<file path="src/rtl/cacheline_arbiter_if.sv">
// Bundle of the icache, dcache and physical-memory burst ports around the arbiter.
interface cacheline_arbiter_if #(
    parameter int unsigned LINE_WIDTH = 256,
    parameter int unsigned ADDR_WIDTH = 32
);
    logic                  i_pmem_read;
    logic [ADDR_WIDTH-1:0] i_pmem_address;
    logic [LINE_WIDTH-1:0] i_pmem_rdata;
    logic                  i_pmem_resp;

    logic                  d_pmem_read;
    logic                  d_pmem_write;
    logic [ADDR_WIDTH-1:0] d_pmem_address;
    logic [LINE_WIDTH-1:0] d_pmem_wdata;
    logic [LINE_WIDTH-1:0] d_pmem_rdata;
    logic                  d_pmem_resp;

    logic                  pmem_read;
    logic                  pmem_write;
    logic [ADDR_WIDTH-1:0] pmem_address;
    logic [LINE_WIDTH-1:0] pmem_wdata;
    logic [LINE_WIDTH-1:0] pmem_rdata;
    logic                  pmem_resp;

    // Arbiter view.
    modport slave (
        input  i_pmem_read, i_pmem_address,
        input  d_pmem_read, d_pmem_write, d_pmem_address, d_pmem_wdata,
        input  pmem_rdata, pmem_resp,
        output i_pmem_rdata, i_pmem_resp,
        output d_pmem_rdata, d_pmem_resp,
        output pmem_read, pmem_write, pmem_address, pmem_wdata
    );

    // Caches plus physical memory view.
    modport master (
        output i_pmem_read, i_pmem_address,
        output d_pmem_read, d_pmem_write, d_pmem_address, d_pmem_wdata,
        output pmem_rdata, pmem_resp,
        input  i_pmem_rdata, i_pmem_resp,
        input  d_pmem_rdata, d_pmem_resp,
        input  pmem_read, pmem_write, pmem_address, pmem_wdata
    );
endinterface

</file>
<file path="src/rtl/cacheline_arbiter.sv">
// Serialises icache/dcache line fills and writebacks onto one burst memory port.
module cacheline_arbiter #(
    parameter int unsigned LINE_WIDTH   = 256,
    parameter int unsigned ADDR_WIDTH   = 32,
    parameter bit          FIXED_D_PRIO = 1'b1
) (
    input  logic               clk,
    input  logic               rst,
    cacheline_arbiter_if.slave bus,
    output logic               busy
);
    typedef enum logic [1:0] {
        IDLE    = 2'd0,
        SERVE_I = 2'd1,
        SERVE_D = 2'd2,
        RELEASE = 2'd3
    } state_t;

    typedef struct packed {
        logic                  write;
        logic [ADDR_WIDTH-1:0] addr;
        logic [LINE_WIDTH-1:0] wdata;
    } req_t;

    state_t state, state_nxt;
    req_t   lat, lat_nxt;
    logic   last_d, last_d_nxt;
    logic   pmem_read_q, pmem_write_q, busy_q;
    logic   pmem_read_nxt, pmem_write_nxt;
    logic   i_req_c, d_req_c, grant_d_c;
    logic   i_resp_c, d_resp_c;

    assign i_req_c = bus.i_pmem_read;
    assign d_req_c = bus.d_pmem_read | bus.d_pmem_write;

    // D wins when alone, under fixed priority, or on a tie when I was served last.
    assign grant_d_c = d_req_c & (~i_req_c | FIXED_D_PRIO | ~last_d);

    // Next-state, request latching and completion routing.
    always_comb begin
        state_nxt  = state;
        lat_nxt    = lat;
        last_d_nxt = last_d;
        i_resp_c   = 1'b0;
        d_resp_c   = 1'b0;
        case (state)
            IDLE: begin
                if (grant_d_c) begin
                    // Read+write together is illegal; it is served as a write.
                    lat_nxt    = '{write: bus.d_pmem_write, addr: bus.d_pmem_address,
                                   wdata: bus.d_pmem_wdata};
                    last_d_nxt = 1'b1;
                    state_nxt  = SERVE_D;
                end else if (i_req_c) begin
                    lat_nxt    = '{write: 1'b0, addr: bus.i_pmem_address, wdata: '0};
                    last_d_nxt = 1'b0;
                    state_nxt  = SERVE_I;
                end
            end
            SERVE_I: begin
                if (bus.pmem_resp) begin
                    i_resp_c  = 1'b1;
                    state_nxt = RELEASE;
                end
            end
            SERVE_D: begin
                if (bus.pmem_resp) begin
                    d_resp_c  = 1'b1;
                    state_nxt = RELEASE;
                end
            end
            RELEASE: state_nxt = IDLE;
            default: state_nxt = IDLE;
        endcase
        pmem_read_nxt  = ((state_nxt == SERVE_I) || (state_nxt == SERVE_D)) && !lat_nxt.write;
        pmem_write_nxt = ((state_nxt == SERVE_I) || (state_nxt == SERVE_D)) &&  lat_nxt.write;
    end

    // State, latched request and registered memory strobes.
    always_ff @(posedge clk) begin
        if (rst) begin
            state        <= IDLE;
            lat          <= '0;
            last_d       <= 1'b0;
            pmem_read_q  <= 1'b0;
            pmem_write_q <= 1'b0;
            busy_q       <= 1'b0;
        end else begin
            state        <= state_nxt;
            lat          <= lat_nxt;
            last_d       <= last_d_nxt;
            pmem_read_q  <= pmem_read_nxt;
            pmem_write_q <= pmem_write_nxt;
            busy_q       <= (state_nxt != IDLE);
        end
    end

    assign bus.pmem_read    = pmem_read_q;
    assign bus.pmem_write   = pmem_write_q;
    assign bus.pmem_address = lat.addr;
    assign bus.pmem_wdata   = lat.wdata;
    assign bus.i_pmem_resp  = i_resp_c;
    assign bus.d_pmem_resp  = d_resp_c;
    assign bus.i_pmem_rdata = bus.pmem_rdata;
    assign bus.d_pmem_rdata = bus.pmem_rdata;
    assign busy             = busy_q;
endmodule

</file>
<file path="src/flat_wrapper.sv">
// flat-port wrapper written by rule: the top's interface ports become plain ports
module cacheline_arbiter_flat 
#(
    parameter int unsigned LINE_WIDTH   = 256,
    parameter int unsigned ADDR_WIDTH   = 32,
    parameter bit          FIXED_D_PRIO = 1'b1
)
  (clk, rst, busy, bus_i_pmem_read, bus_i_pmem_address, bus_d_pmem_read, bus_d_pmem_write, bus_d_pmem_address, bus_d_pmem_wdata, bus_pmem_rdata, bus_pmem_resp, bus_i_pmem_rdata, bus_i_pmem_resp, bus_d_pmem_rdata, bus_d_pmem_resp, bus_pmem_read, bus_pmem_write, bus_pmem_address, bus_pmem_wdata);
  cacheline_arbiter_if #(.LINE_WIDTH(LINE_WIDTH), .ADDR_WIDTH(ADDR_WIDTH)) bus_i ();
  input  logic clk;
  input  logic rst;
  output logic busy;
  input wire logic [$bits(bus_i.i_pmem_read)-1:0] bus_i_pmem_read;
  input wire logic [$bits(bus_i.i_pmem_address)-1:0] bus_i_pmem_address;
  input wire logic [$bits(bus_i.d_pmem_read)-1:0] bus_d_pmem_read;
  input wire logic [$bits(bus_i.d_pmem_write)-1:0] bus_d_pmem_write;
  input wire logic [$bits(bus_i.d_pmem_address)-1:0] bus_d_pmem_address;
  input wire logic [$bits(bus_i.d_pmem_wdata)-1:0] bus_d_pmem_wdata;
  input wire logic [$bits(bus_i.pmem_rdata)-1:0] bus_pmem_rdata;
  input wire logic [$bits(bus_i.pmem_resp)-1:0] bus_pmem_resp;
  output wire logic [$bits(bus_i.i_pmem_rdata)-1:0] bus_i_pmem_rdata;
  output wire logic [$bits(bus_i.i_pmem_resp)-1:0] bus_i_pmem_resp;
  output wire logic [$bits(bus_i.d_pmem_rdata)-1:0] bus_d_pmem_rdata;
  output wire logic [$bits(bus_i.d_pmem_resp)-1:0] bus_d_pmem_resp;
  output wire logic [$bits(bus_i.pmem_read)-1:0] bus_pmem_read;
  output wire logic [$bits(bus_i.pmem_write)-1:0] bus_pmem_write;
  output wire logic [$bits(bus_i.pmem_address)-1:0] bus_pmem_address;
  output wire logic [$bits(bus_i.pmem_wdata)-1:0] bus_pmem_wdata;
  assign bus_i.i_pmem_read = bus_i_pmem_read;
  assign bus_i.i_pmem_address = bus_i_pmem_address;
  assign bus_i.d_pmem_read = bus_d_pmem_read;
  assign bus_i.d_pmem_write = bus_d_pmem_write;
  assign bus_i.d_pmem_address = bus_d_pmem_address;
  assign bus_i.d_pmem_wdata = bus_d_pmem_wdata;
  assign bus_i.pmem_rdata = bus_pmem_rdata;
  assign bus_i.pmem_resp = bus_pmem_resp;
  assign bus_i_pmem_rdata = bus_i.i_pmem_rdata;
  assign bus_i_pmem_resp = bus_i.i_pmem_resp;
  assign bus_d_pmem_rdata = bus_i.d_pmem_rdata;
  assign bus_d_pmem_resp = bus_i.d_pmem_resp;
  assign bus_pmem_read = bus_i.pmem_read;
  assign bus_pmem_write = bus_i.pmem_write;
  assign bus_pmem_address = bus_i.pmem_address;
  assign bus_pmem_wdata = bus_i.pmem_wdata;
  cacheline_arbiter #(.LINE_WIDTH(LINE_WIDTH), .ADDR_WIDTH(ADDR_WIDTH), .FIXED_D_PRIO(FIXED_D_PRIO)) u_core (.clk(clk), .rst(rst), .bus(bus_i), .busy(busy));
endmodule
</file>
<file path="config.mk">
export PLATFORM = sky130hd
export DESIGN_NAME = cacheline_arbiter_flat
export DESIGN_NICKNAME = d
export VERILOG_FILES = /design/src/rtl/cacheline_arbiter_if.sv /design/src/rtl/cacheline_arbiter.sv /design/src/flat_wrapper.sv
export SDC_FILE = /design/constraint.sdc
export NUM_CORES = 1
export LEC_CHECK = 0
export CORE_AREA = 2 2 538 540
export CTS_CLUSTER_DIAMETER = 200
export CTS_CLUSTER_SIZE = 28
export DETAILED_ROUTE_END_ITERATION = 8
export DIE_AREA = 0 0 540 542
export GPL_TIMING_DRIVEN = 0
export PLACE_DENSITY = 0.33
export SKIP_CTS_REPAIR_TIMING = 1
export SLEW_MARGIN = 20
export SYNTH_ARGS = -nofsm -noshare
export SYNTH_HDL_FRONTEND = slang
export SYNTH_SLANG_ARGS = --single-unit
</file>
<file path="constraint.sdc">
create_clock -name clk -period 2.1 [get_ports clk]
set_input_delay 0.21 -clock clk [delete_from_list [all_inputs] [get_ports clk]]
set_output_delay 0.21 -clock clk [all_outputs]
set_load 0.005 [all_outputs]
</file>
# ---- Word-level counts from Yosys, hierarchy flattened
# Index checks and enable logic that the tools add are counted.
dict set report totals {
  ff_bits 294
  latch_bits 0
  ram_bits 0
  rom_bits 0
  out_inout_bits 805
  elab_cells 32
  memories 0
}
dict set report classes {
  addsub 0
  mul 0
  div_mod_pow 0
  n_lt_le_gt_ge 0
  n_eq_ne 5
  n_shift 0
  n_mux 10
  n_bitwise 1
  n_reduce_logical 9
}
# cell count
set op_table {}
lappend op_table {{$mux 289} 3}
lappend op_table {{$eq 2x2->1 const B} 3}
lappend op_table {{$mux 2} 3}
lappend op_table {{$pmux 2 s3} 1}
lappend op_table {{$eq 2x1->1 const B} 2}
lappend op_table {{$reduce_bool 2->1} 2}
lappend op_table {{$mux 1} 3}
lappend op_table {{$logic_and 1x1->1} 2}
lappend op_table {{$logic_not 2->1} 1}
lappend op_table {{$reduce_and 2->1} 1}
lappend op_table {{$reduce_or 2->1} 1}
lappend op_table {{$logic_not 1->1} 1}
lappend op_table {{$logic_or 1x1->1} 1}
lappend op_table {{$or 1x1->1} 1}

# ---- Longest topological paths before layout
dict set report depth {
  word_depth 6
  depth_mapped 7
  mapped_depth_nobuf 7
}

# ---- Worst setup path before layout
# OpenSTA, ideal clock, no wires.
dict set report synth_path {
  kind {register to register}
  start {register u_core.state[0]}
  end {register u_core.pmem_read_q, in the netlist u_core.bus.pmem_read}
  setup_time_ns 0.116
  arrival_ns 1.602
  setup_slack_ns 0.383
  path_stages_with_launch 8
  synth_period_minus_slack_ns 1.717
  path_cell_list {dfxtp_1 -> inv_1 -> ha_1 -> o21ai_0 -> or2_2 -> and2_1 -> ha_1 -> and3b_1}
}
dict set report synth_via {
  elab_chain_len 6
  elab_cells_between_ends 15
  cone_classes {eq/ne: 5; mux: 5; reduce/logical: 5}
}
# element line_no
set synth_rtl {}
lappend synth_rtl {{start, declared} cacheline_arbiter.sv:25} ;# state_t state, state_nxt;
lappend synth_rtl {{start signal, assigned} cacheline_arbiter.sv:89} ;# state <= state_nxt;
lappend synth_rtl {{$eq 2x1->1 (tied with other cells)} cacheline_arbiter.sv:46} ;# case (state)
lappend synth_rtl {{$reduce_or 2->1 (no source line) or $mux 2 (tied branches)} n/a}
lappend synth_rtl {{$pmux 2 s3} cacheline_arbiter.sv:46}
lappend synth_rtl {{$eq 2x1->1 or $eq 2x2->1 (tied branches)} cacheline_arbiter.sv:75} ;# pmem_read_nxt = ((state_nxt == SERVE_I) || (state_nxt == SERVE_D)) && !lat_nxt.write;
lappend synth_rtl {{$logic_or 1x1->1} cacheline_arbiter.sv:75}
lappend synth_rtl {{$logic_and 1x1->1 (*)} cacheline_arbiter.sv:75}
lappend synth_rtl {{end signal, assigned} cacheline_arbiter.sv:92} ;# pmem_read_q <= pmem_read_nxt;
lappend synth_rtl {{end, declared} cacheline_arbiter.sv:28} ;# logic pmem_read_q, pmem_write_q, busy_q;
# Every way passes the cells marked *; elsewhere a longest branch is shown, timed or not.
# A chain may end at the register's enable or synchronous reset.

# ---- Worst setup path in the final report
dict set report layout_path {
  start {register u_core.lat (netlist bit u_core.bus.pmem_wdata[220])}
  end {output port bus_pmem_wdata[220]}
}
# element line_no
set layout_rtl {}
lappend layout_rtl {{start, declared} cacheline_arbiter.sv:26} ;# req_t lat, lat_nxt;
lappend layout_rtl {{start signal, assigned} cacheline_arbiter.sv:90} ;# lat <= lat_nxt;
lappend layout_rtl {{end, declared} flat_wrapper.sv:28} ;# output wire logic [$bits(bus_i.pmem_wdata)-1:0] bus_pmem_wdata;
# No word-level cell between the ends.

==> impl_metrics.json <==
{
  "crit_chain": "buf_4, clkdlybuf4s50_1",
  "grt_first_pass_wirelength_mm": 203.3,
  "synth_area_leaders": "buf_4 (39%), dfxtp_1 (38%), a22o_1 (14%)",
  "outcome": "finished, final reports clean",
  "final_util": 0.1133,
  "routabilityCongestion": 0.9974,
  "finClkSkew_ns": 0.02750,
  "synth_edf_count": 0,
  "drv_slew": 0,
  "pwr_density_cell_nw_per_um2": 537.8,
  "pre_cts_ws_ns": -1.080,
  "routed-via-count": 15370,
  "syn_avg_cell_area_sq_um": 9.790,
  "hpwl_mm": 155.5,
  "io_buffers": 1129,
  "async_flop_share": 0,
  "drv_cap": 0,
  "vias_per_cell": 2.343,
  "dieWidth_um": 540,
  "p_leak_nw": 13.20,
  "cts_sinks": 294,
  "grt_usage": 0.1100,
  "overflow": 0,
  "fin_crit_sh": 0.9717,
  "wl_per_cell_um": 25.75,
  "min_path_type": "in2reg",
  "grt_start_max_net_pins": 29,
  "required_ns": 1.89,
  "antenna_found_initial": 76,
  "cp_data_arrival_time_ns": 1.83,
  "yosysMostFrequentCell": "buf_4",
  "initial_core_util": 0.05415,
  "grt_pass1_vias": 15680,
  "start_kind": "flip-flop",
  "syn-num-nets": 2174,
  "synth_cells": 1587,
  "critPathCaptureType": "primary output",
  "layout-drive-gt1-share": 0.3307,
  "tightest_slew_ns": 1.098,
  "worstPathMaxFanout": 2,
  "core_area_sq_um": 286900,
  "hold_viol": 0,
  "cts_tree": "done",
  "ys_seq_area_frac": 0.3788,
  "cpMaxStageDelayCell": "clkdlybuf4s50_1",
  "critPathMaxStageDelay_ns": 0.71,
  "drtAntennaViolNets": 0,
  "ys.flop_type": "dfxtp_1",
  "final_cell_area_sq_um": 32500,
  "fillCellCount": 32920,
  "synthDistinctLibCells": 26,
  "dr.pass1.iters": 5,
  "dieHeight_um": 542,
  "synth_commonest_cells": "buf_4 (807), dfxtp_1 (294), a22o_1 (256), nor2_1 (34)",
  "dpl.cell_count": 6498,
  "clock_latency_ns": 0.63,
  "area_growth_pct": 109.2,
  "clk_path_buf_depth": 3,
  "irDropWorstVdd_mv": 0.4094,
  "critPathKind": "reg2out",
  "placed_area_sq_um": 31600,
  "drc": 0,
  "yosysTopAreaCellShare": 0.3899,
  "period_minus_slack_ns": 2.040,
  "ys_ff_latch": 294,
  "io_pins": 1387,
  "relSlewSlack": 0.2678,
  "nNetsFinal": 3325,
  "rows": 197,
  "cts_max_level": 1,
  "setup-violations-final": 0,
  "max_freq_ghz": 0.4901,
  "first_iter_violations": 745,
  "final_cells": 6560,
  "tns_ns": 0,
  "ys_warn_count": 0,
  "cts.reportedPaths.clkPinSlew_ns": 0.12,
  "syn-cell-area_sq_um": 15540,
  "synth.largest_area_cell": "buf_4",
  "cts_root_buf": "clkbuf_16",
  "cts_buffers": 16,
  "die_area_sq_um": 292700,
  "drt_wl_total_mm": 168.9,
  "timing.hold.ws_ns": 0.1440,
  "p_total_mw": 17.48,
  "fin_ws_ns": 0.05951
}
-- flip-flops by register name, summed over array words and instances (netlist names) --
register	count
u_core.bus.pmem_write	1
u_core.busy	1
u_core.bus.pmem_address	32
u_core.bus.pmem_wdata	256
u_core.lat	1
u_core.bus.pmem_read	1
u_core.state	2
-- layer usage --
layer	GRT usage	wire length, um	vias up
met1	0.1310	68290	7247
met3	0.03820	15710	107
li1	-	-	6959
met4	0.01380	2434	24
met5	0	167	-
met2	0.1934	82340	1036
-- cell type report --
class | instances | area [sq um] | share of cell area
Antenna cell | 36 | 90.09 | 0.002772
Buffer | 878 | 6629 | 0.2040
Clock buffer | 17 | 425.4 | 0.01309
Clock inverter | 6 | 112.6 | 0.003465
Inverter | 2 | 7.507 | 0.0002310
Multi-Input combinational cell | 413 | 3152 | 0.09699
Sequential cell | 294 | 5896 | 0.1814
Tap cell | 3781 | 4731 | 0.1456
Timing Repair Buffer | 1133 | 11450 | 0.3525
-- cells by family (layout without fill, tap and decap cells) --
| family | after synthesis | in the layout | share of synthesized area |
|---|---|---|---|
| buffers and inverters | 880 | 2036 | 0.4189 |
| adders and majority gates | 5 | 5 | 0.004027 |
| and+or+nand+nor | 111 | 111 | 0.03246 |
| AOI/OAI and AO/OA | 297 | 297 | 0.1658 |
| other | 0 | 36 | 0 |
| DFF | 294 | 294 | 0.3788 |
-- cell usage in the layout (no fill, tap or decap), types with 4 or more instances in the layout --
cell type,n
dfxtp_1,286
and2_1,4
clkbuf_1,14
clkbuf_4,12
clkbuf_2,6
nand3_1,32
a311oi_1,32
nand2_1,32
clkdlybuf4s50_1,1093
diode_2,36
buf_4,810
o21ai_0,4
a22o_1,256
buf_6,24
nor2_1,34
dfxtp_2,8
clkbuf_16,17
dlymetal6s2s_1,34
ha_1,4
buf_2,10
-- path summary, 6_finish.rpt --
check | end | slack [ns] | cells after the start | start
hold / removal | u_core.bus.pmem_address[5] | 0.14 | 3 | bus_d_pmem_address[5]
hold reg to reg | u_core.bus.pmem_wdata[229] | 0.49 | 1 | u_core.bus.pmem_wdata[229]
setup / recovery | bus_pmem_wdata[220] | 0.06 | 2 | u_core.bus.pmem_wdata[220]
setup reg to reg | u_core.bus.pmem_wdata[199] | 0.10 | 8 | u_core.state[0]
-- power breakdown --
| part | internal, mW | switching (mW) |
|---|---|---|
| Clock | 1.68 | 2.56 |
| Sequential | 6.16 | 0.384 |
| Combinational | 4.12 | 2.58 |
| Total | 12.0 | 5.52 |
-- critical path: cells and delay by family (launching register included) --
kind                   cells  cell delay [ns]
buffers and inverters      2             0.82
DFF                        1             0.37
No activity file was read; power rests on OpenSTA's default activity.
